===== src/rtl/muldiv_unit_pkg.sv =====
// ============================================================================
// muldiv_unit_pkg : op encodings, FSM state type and width defaults
// Revision        : 1.0
// ============================================================================
`default_nettype none

package muldiv_unit_pkg;

   localparam int DATA_W_DEF = 32;

   typedef enum logic [2:0] {
      OP_MULT  = 3'd0,
      OP_MULTU = 3'd1,
      OP_MADD  = 3'd2,
      OP_MADDU = 3'd3,
      OP_MSUB  = 3'd4,
      OP_MSUBU = 3'd5,
      OP_DIV   = 3'd6,
      OP_DIVU  = 3'd7
   } op_e;

   typedef enum logic [1:0] {
      S_IDLE = 2'd0,
      S_MUL  = 2'd1,
      S_DIV  = 2'd2,
      S_DONE = 2'd3
   } state_e;

   // op_i[2:1] selects the operation class; op_i[0]=1 marks the unsigned variant
   localparam logic [1:0] CLS_MUL  = 2'b00;
   localparam logic [1:0] CLS_MADD = 2'b01;
   localparam logic [1:0] CLS_MSUB = 2'b10;
   localparam logic [1:0] CLS_DIV  = 2'b11;

   function automatic logic op_is_signed(input logic [2:0] op);
      return ~op[0];
   endfunction

endpackage

`default_nettype wire


===== src/rtl/muldiv_unit_div_core.sv =====
// ============================================================================
// div_core : restoring unsigned divider, one quotient bit per cycle
// Revision : 1.0
// ============================================================================
`default_nettype none

module div_core #(
   parameter int DATA_W = 32
) (
   input  logic              clk,
   input  logic              rst,
   input  logic              start_i,
   input  logic              cancel_i,
   input  logic [DATA_W-1:0] dividend_i,
   input  logic [DATA_W-1:0] divisor_i,
   output logic              last_o,
   output logic [DATA_W-1:0] quotient_o,
   output logic [DATA_W-1:0] remainder_o
);
   localparam int CNT_W = (DATA_W > 1) ? $clog2(DATA_W) : 1;
   localparam logic [CNT_W-1:0] CNT_LAST = CNT_W'(DATA_W - 1);

   logic              busy_q, busy_d;
   logic [CNT_W-1:0]  cnt_q, cnt_d;
   logic [DATA_W-1:0] quo_q, quo_d;
   logic [DATA_W-1:0] rem_q, rem_d;
   logic [DATA_W-1:0] dsr_q, dsr_d;
   logic [DATA_W:0]   shifted_w, diff_w;

   always_comb begin
      shifted_w = {rem_q, quo_q[DATA_W-1]};
      diff_w    = shifted_w - {1'b0, dsr_q};
      last_o    = busy_q && (cnt_q == CNT_LAST);
      busy_d    = busy_q;
      cnt_d     = cnt_q;
      quo_d     = quo_q;
      rem_d     = rem_q;
      dsr_d     = dsr_q;
      if (start_i) begin
         busy_d = 1'b1;
         cnt_d  = '0;
         quo_d  = dividend_i;
         rem_d  = '0;
         dsr_d  = divisor_i;
      end else if (busy_q) begin
         // A borrow out of the trial subtraction restores the shifted remainder
         rem_d = diff_w[DATA_W] ? shifted_w[DATA_W-1:0] : diff_w[DATA_W-1:0];
         quo_d = {quo_q[DATA_W-2:0], ~diff_w[DATA_W]};
         cnt_d = cnt_q + CNT_W'(1);
         if (last_o) busy_d = 1'b0;
      end
      if (cancel_i) busy_d = 1'b0;
   end

   always_ff @(posedge clk) begin
      if (!rst) begin
         busy_q <= 1'b0;
         cnt_q  <= '0;
         quo_q  <= '0;
         rem_q  <= '0;
         dsr_q  <= '0;
      end else begin
         busy_q <= busy_d;
         cnt_q  <= cnt_d;
         quo_q  <= quo_d;
         rem_q  <= rem_d;
         dsr_q  <= dsr_d;
      end
   end

   assign quotient_o  = quo_q;
   assign remainder_o = rem_q;

endmodule

`default_nettype wire


===== src/rtl/muldiv_unit.sv =====
// ============================================================================
// muldiv_unit : HI/LO multiply, multiply-accumulate and iterative divide unit
// Revision    : 1.0
// ============================================================================
`default_nettype none

module muldiv_unit
   import muldiv_unit_pkg::*;
#(
   parameter int DATA_W  = DATA_W_DEF,
   parameter int MUL_LAT = 2
) (
   input  logic                clk,
   input  logic                rst,
   input  logic                start_i,
   input  logic                cancel_i,
   input  logic [2:0]          op_i,
   input  logic [DATA_W-1:0]   opdata1_i,
   input  logic [DATA_W-1:0]   opdata2_i,
   input  logic [2*DATA_W-1:0] hilo_i,
   output logic                ready_o,
   output logic                valid_o,
   output logic [2*DATA_W-1:0] result_o,
   output logic                div_by_zero_o
);
   localparam logic [2:0] MUL_LAST = 3'(MUL_LAT > 1 ? MUL_LAT - 2 : 0);

   state_e              state_q, state_d;
   logic [2:0]          cnt_q, cnt_d;
   logic [1:0]          cls_q, cls_d;
   logic                sign1_q, sign1_d, sign2_q, sign2_d, dbz_q, dbz_d;
   logic [DATA_W-1:0]   mag1_q, mag1_d, mag2_q, mag2_d;
   logic [2*DATA_W-1:0] hilo_q, hilo_d;

   logic                sign1_w, sign2_w, accept_w, div_zero_w, div_start_w, div_last_w;
   logic [DATA_W-1:0]   mag1_w, mag2_w, quo_mag_w, rem_mag_w, quo_w, rem_w;
   logic [2*DATA_W-1:0] prod_w, mul_mag_w, mul_signed_w, mul_res_w, final_w;

   always_comb begin
      sign1_w     = op_is_signed(op_i) & opdata1_i[DATA_W-1];
      sign2_w     = op_is_signed(op_i) & opdata2_i[DATA_W-1];
      mag1_w      = sign1_w ? -opdata1_i : opdata1_i;
      mag2_w      = sign2_w ? -opdata2_i : opdata2_i;
      div_zero_w  = (opdata2_i == '0);
      accept_w    = (state_q == S_IDLE) && start_i && !cancel_i;
      div_start_w = accept_w && (op_i[2:1] == CLS_DIV) && !div_zero_w;

      state_d = state_q;
      cnt_d   = cnt_q;
      cls_d   = cls_q;
      sign1_d = sign1_q;
      sign2_d = sign2_q;
      dbz_d   = dbz_q;
      mag1_d  = mag1_q;
      mag2_d  = mag2_q;
      hilo_d  = hilo_q;

      case (state_q)
         S_IDLE: begin
            if (accept_w) begin
               cls_d   = op_i[2:1];
               sign1_d = sign1_w;
               sign2_d = sign2_w;
               mag1_d  = mag1_w;
               mag2_d  = mag2_w;
               hilo_d  = hilo_i;
               dbz_d   = (op_i[2:1] == CLS_DIV) && div_zero_w;
               cnt_d   = '0;
               if (op_i[2:1] == CLS_DIV) state_d = div_zero_w ? S_DONE : S_DIV;
               else                      state_d = (MUL_LAT == 1) ? S_DONE : S_MUL;
            end
         end
         S_MUL: begin
            if (cnt_q == MUL_LAST) state_d = S_DONE;
            else                   cnt_d   = cnt_q + 3'd1;
         end
         S_DIV: begin
            if (div_last_w) state_d = S_DONE;
         end
         default: state_d = S_IDLE;
      endcase

      if (cancel_i) state_d = S_IDLE;
   end

   always_ff @(posedge clk) begin
      if (!rst) begin
         state_q <= S_IDLE;
         cnt_q   <= '0;
         cls_q   <= '0;
         sign1_q <= 1'b0;
         sign2_q <= 1'b0;
         dbz_q   <= 1'b0;
         mag1_q  <= '0;
         mag2_q  <= '0;
         hilo_q  <= '0;
      end else begin
         state_q <= state_d;
         cnt_q   <= cnt_d;
         cls_q   <= cls_d;
         sign1_q <= sign1_d;
         sign2_q <= sign2_d;
         dbz_q   <= dbz_d;
         mag1_q  <= mag1_d;
         mag2_q  <= mag2_d;
         hilo_q  <= hilo_d;
      end
   end

   // The operand registers form the first stage; MUL_LAT-1 product stages follow
   assign prod_w = {{DATA_W{1'b0}}, mag1_q} * {{DATA_W{1'b0}}, mag2_q};

   generate
      if (MUL_LAT > 1) begin : g_mul_pipe
         logic [2*DATA_W-1:0] stage_q [MUL_LAT-1];
         always_ff @(posedge clk) begin
            if (!rst) begin
               for (int i = 0; i < MUL_LAT - 1; i++) stage_q[i] <= '0;
            end else begin
               stage_q[0] <= prod_w;
               for (int i = 1; i < MUL_LAT - 1; i++) stage_q[i] <= stage_q[i-1];
            end
         end
         assign mul_mag_w = stage_q[MUL_LAT-2];
      end else begin : g_mul_comb
         assign mul_mag_w = prod_w;
      end
   endgenerate

   div_core #(
      .DATA_W (DATA_W)
   ) u_div_core (
      .clk         (clk),
      .rst         (rst),
      .start_i     (div_start_w),
      .cancel_i    (cancel_i),
      .dividend_i  (mag1_w),
      .divisor_i   (mag2_w),
      .last_o      (div_last_w),
      .quotient_o  (quo_mag_w),
      .remainder_o (rem_mag_w)
   );

   always_comb begin
      mul_signed_w = (sign1_q ^ sign2_q) ? -mul_mag_w : mul_mag_w;
      case (cls_q)
         CLS_MADD: mul_res_w = hilo_q + mul_signed_w;
         CLS_MSUB: mul_res_w = hilo_q - mul_signed_w;
         default:  mul_res_w = mul_signed_w;
      endcase
      quo_w = (sign1_q ^ sign2_q) ? -quo_mag_w : quo_mag_w;
      rem_w = sign1_q ? -rem_mag_w : rem_mag_w;
      if (dbz_q)                 final_w = '0;
      else if (cls_q == CLS_DIV) final_w = {rem_w, quo_w};
      else                       final_w = mul_res_w;

      ready_o       = (state_q == S_IDLE);
      valid_o       = (state_q == S_DONE) && !cancel_i;
      result_o      = valid_o ? final_w : '0;
      div_by_zero_o = valid_o & dbz_q;
   end

endmodule

`default_nettype wire


===== config.mk =====
export PLATFORM = sky130hd
export DESIGN_NAME = muldiv_unit
export DESIGN_NICKNAME = d
export VERILOG_FILES = /design/src/rtl/muldiv_unit_pkg.sv /design/src/rtl/muldiv_unit_div_core.sv /design/src/rtl/muldiv_unit.sv
export SDC_FILE = /design/constraint.sdc
export NUM_CORES = 2
export LEC_CHECK = 0
export ABC_AREA = 0
export CAP_MARGIN = 20
export CORE_MARGIN = 4
export CORE_UTILIZATION = 30
export CTS_BUF_LIST = sky130_fd_sc_hd__clkbuf_16
export DETAILED_ROUTE_END_ITERATION = 8
export GPL_TIMING_DRIVEN = 0
export MAX_ROUTING_LAYER = met4
export SYNTH_ARGS = -nofsm -noshare
export SYNTH_HDL_FRONTEND = slang
export SYNTH_HIERARCHICAL = 1
export SYNTH_SLANG_ARGS = --single-unit

===== constraint.sdc =====
create_clock -name clk -period 9.3 [get_ports clk]
set_clock_uncertainty 0.05 [all_clocks]
set_input_delay 1.86 -clock clk [delete_from_list [all_inputs] [get_ports clk]]
set_output_delay 1.86 -clock clk [all_outputs]
set_load 0.02 [all_outputs]

==> impl_results.md <==
- Status: finished, final reports clean
- Vias in the first global route: 51000
- Worst setup path start: mag2_q[9]
- Cell variety after synth: slightly below 90
- TritonRoute pass-1 iters: 6
- Relative slew slack: a little under a quarter
- Finish-stage setup viols: 0
- PD cells: around 140 nW/µm²
- Commonest cells post-synth: inv_1 (982), fa_1 (898), nand2_1 (851), and2_1 (641), clkbuf_1 (377)
- Least-Margin Pin Slew: between 1 and 1.5 ns
- Max VDD drop: approximately 0.00013 V
- Max Cap Violations: 0
- Setup_tns: 0 ns
- Finished Cell Area: ~65000 µm²
- Final worst-path cycle share: between 90% and 100%
- H-Tree Depth: 2
- Kind of critical path: flop to flop
- Height of the die: ~440 µm
- Fraction of layout instances using a drive strength above 1: around 5%
- Worst-path fanout max: 10
- Area leader, netlist: fa_1
- PortBufs: 201
- Post-synth ARST share: 0%
- Largest net degree at the start of global routing: 14
- Drt wl/cell: around 26 µm
- Inserted Clock Buffers: 36
- GP Congestion: between 1 and 1.5
- Yosys top cell area share: a little under a third
- Post-DRT Antenna Nets: 0
- CTS tree: built
- Total gr overflow: 0
- Initial antenna violation count: 22
- Most frequent cell after synthesis: inv_1
- Slowest stage delay, CP: ~0.8 ns
- Worst EP arrival: 9.62 ns
- CTS max path bufs: 3
- Top cells by area, synth: fa_1 (32%), dfxtp_1 (11%), ha_1 (8.2%)
- Worst hold slack: between 0.4 and 0.5 ns
- Hold_sp: hilo_q[0]
- Buf/Inv on CP: 8
- Final Max Tran Viols: 0
- Syn Inst Count: a little under 7000
- Average size of a mapped cell: ~8.3 µm²
- Routed via count: between 50000 and 60000
- Syn Nets: between 8000 and 9000
- Latest clock arrival within the worst-skew pair: 0.58 ns
- Hold WC Path Type: flop to flop
- DRT iter0 DRCs: around 4700
- Die area: between 150000 and 200000 µm²
- Root Buffer: clkbuf_16
- Critical Path RT: 9.77 ns
- Total Routing Usage GR: roughly a quarter
- Post-synth top flop: dfxtp_1
- First-pass GRT wire length: 358 mm
- Vias per inst: roughly 5.3
- Site row count: roughly 160
- Initial Utilization: roughly 30%
- Fillers: 19800
- Clock sink count: 304
- Most used cell, CP: fa_1
- Total power: roughly 0.009 W
- F_max: 0.109 GHz
- Largest delay share family, worst path: adder cells
- Crit end category: flop
- CP startpoint kind: flop
- Residual DRC: 0
- NumNets Final: 8508
- Worst-path clk slew: 0.06 ns
- Post-detail-place hpwl: 210 mm
- RR Startpoint: mag2_q[9]
- Synth Warn #: 6
- Hold Vio Cnt, Final: 0
- Core area: 188000 µm²
- EDFF count, synth: 0
- Die W: about 440 µm
- Area delta synth->final: 13.2%
- Register bit total from synthesis: 304
- Dpl cell area: just over 60000 µm²
- LEAKAGE: approximately 30 nW
- CP max stage cell: fa_1
- Top Ports: between 200 and 250
- Synthesized area: roughly 57000 µm²
- Seq/Total Area, Yosys: between 10% and 20%
- Detailed Route WL: 249 mm
- Min Tclk post-route: a little over 9 ns
state kept, by name, summed over array words and instances (netlist names), 2 cells and up:
register                cells
state_q                     2
cnt_q                       3
mag1_q                     32
mag2_q                     32
u_div_core/cnt_q            5
u_div_core/remainder_o     32
u_div_core/quotient_o      32
g_mul_pipe.stage_q         64
hilo_q                     64
u_div_core/dsr_q           32
cls_q                       2
metal layers:
layer  routed length [µm]  track usage, %  up-vias
met2               111000            39.4     2383
met1               103000            32.6    25400
li1                     -               -    22300
met4                15100            12.1        0
met5                    0               -        -
met3                19900            4.02      480
layout by cell type, fill, tap and decap left out, types with 83 or more instances in the layout:
master           instances
inv_1                  988
dfxtp_1                283
nor2_1                 360
xor2_1                 197
a21oi_1                284
fa_1                   898
nand2_1                848
clkbuf_1               255
clkdlybuf4s50_1        183
xnor2_1                169
o21ai_0                144
mux2i_1                 83
and2_1                 641
a21o_1                 108
ha_1                   372
path summary, 6_finish.rpt:
path	endpoint	slack, ns	cells after the start
max	g_mul_pipe.stage_q[0][62]	0.15	26
min	hilo_q[0]	0.42	2
max reg2reg	g_mul_pipe.stage_q[0][62]	0.15	26
min reg2reg	hilo_q[0]	0.42	2
logic make-up after synthesis:
| logic type | Yosys count | share of synthesized area (%) |
|---|---|---|
| AO/OA/AOI/OAI | 1037 | 12.1 |
| adder cells (fa/ha/maj) | 1273 | 39.8 |
| XOR/XNOR | 379 | 5.85 |
| buffers and inverters | 1385 | 9.21 |
| flip-flops | 304 | 10.7 |
| AND/OR/NAND/NOR | 2379 | 21.0 |
| multiplexers | 84 | 1.47 |
worst register-to-register path, cell delays in order (launching register included):
cell      delay [ns]
dfxtp_2         0.58
buf_2           0.39
nand2_1         0.12
fa_1            0.51
inv_1           0.05
fa_1            0.78
inv_1           0.14
fa_1            0.56
inv_1           0.07
fa_1            0.58
fa_1            0.53
inv_1           0.27
fa_1            0.48
fa_1            0.49
fa_1            0.49
inv_1           0.04
ha_1            0.26
clkbuf_1        0.25
nand4_1         0.25
o21ai_0         0.44
inv_1           0.08
o211a_1         0.17
or3_1           0.43
o311a_1         0.36
o211ai_1        0.22
xor2_1          0.30
and2_1          0.19
through the flow:
step | std cells | worst slack (ns) | util, %
final | 9641 | 0.152 | 34.3
after global routing | 9628 | -0.00481 | 34.2
after CTS | 9628 | -0.0131 | 34.0
after detailed placement | 9548 | -1.42 | 33.1
after global placement | 9537 | -1.45 | 33.0
after floorplan | 6841 | 1.08 | -
layout make-up:
type | count | area [µm²] | share of cell area, %
flip-flops and latches | 304 | 6110 | 9.48
clock buffers | 37 | 926 | 1.43
inverters | 982 | 3690 | 5.71
multi-input cells | 5152 | 46300 | 71.7
diodes | 18 | 45.0 | 0.0698
well taps | 2495 | 3120 | 4.84
clock inverters | 29 | 299 | 0.463
repair buffers | 233 | 2320 | 3.60
plain buffers | 391 | 1730 | 2.68
timing repair:
action                                 4_1_cts  5_1_grt
gates resized for setup                    167      221
hold buffers                                 0        0
endpoints found under the hold margin        0        0
cloned                                       0        0
setup endpoints to repair                   74       44
setup buffers                               17        4
pin swaps                                   11       12
power by group:
group	switching [W]	internal, W	leakage [nW]	total [W]
clock network	0.000628	0.000869	0.616	0.00150
registers	0.000223	0.00143	2.49	0.00165
logic	0.00367	0.00195	26.6	0.00562
total	0.00452	0.00425	29.7	0.00877
Power figures use the tool's default switching activity.
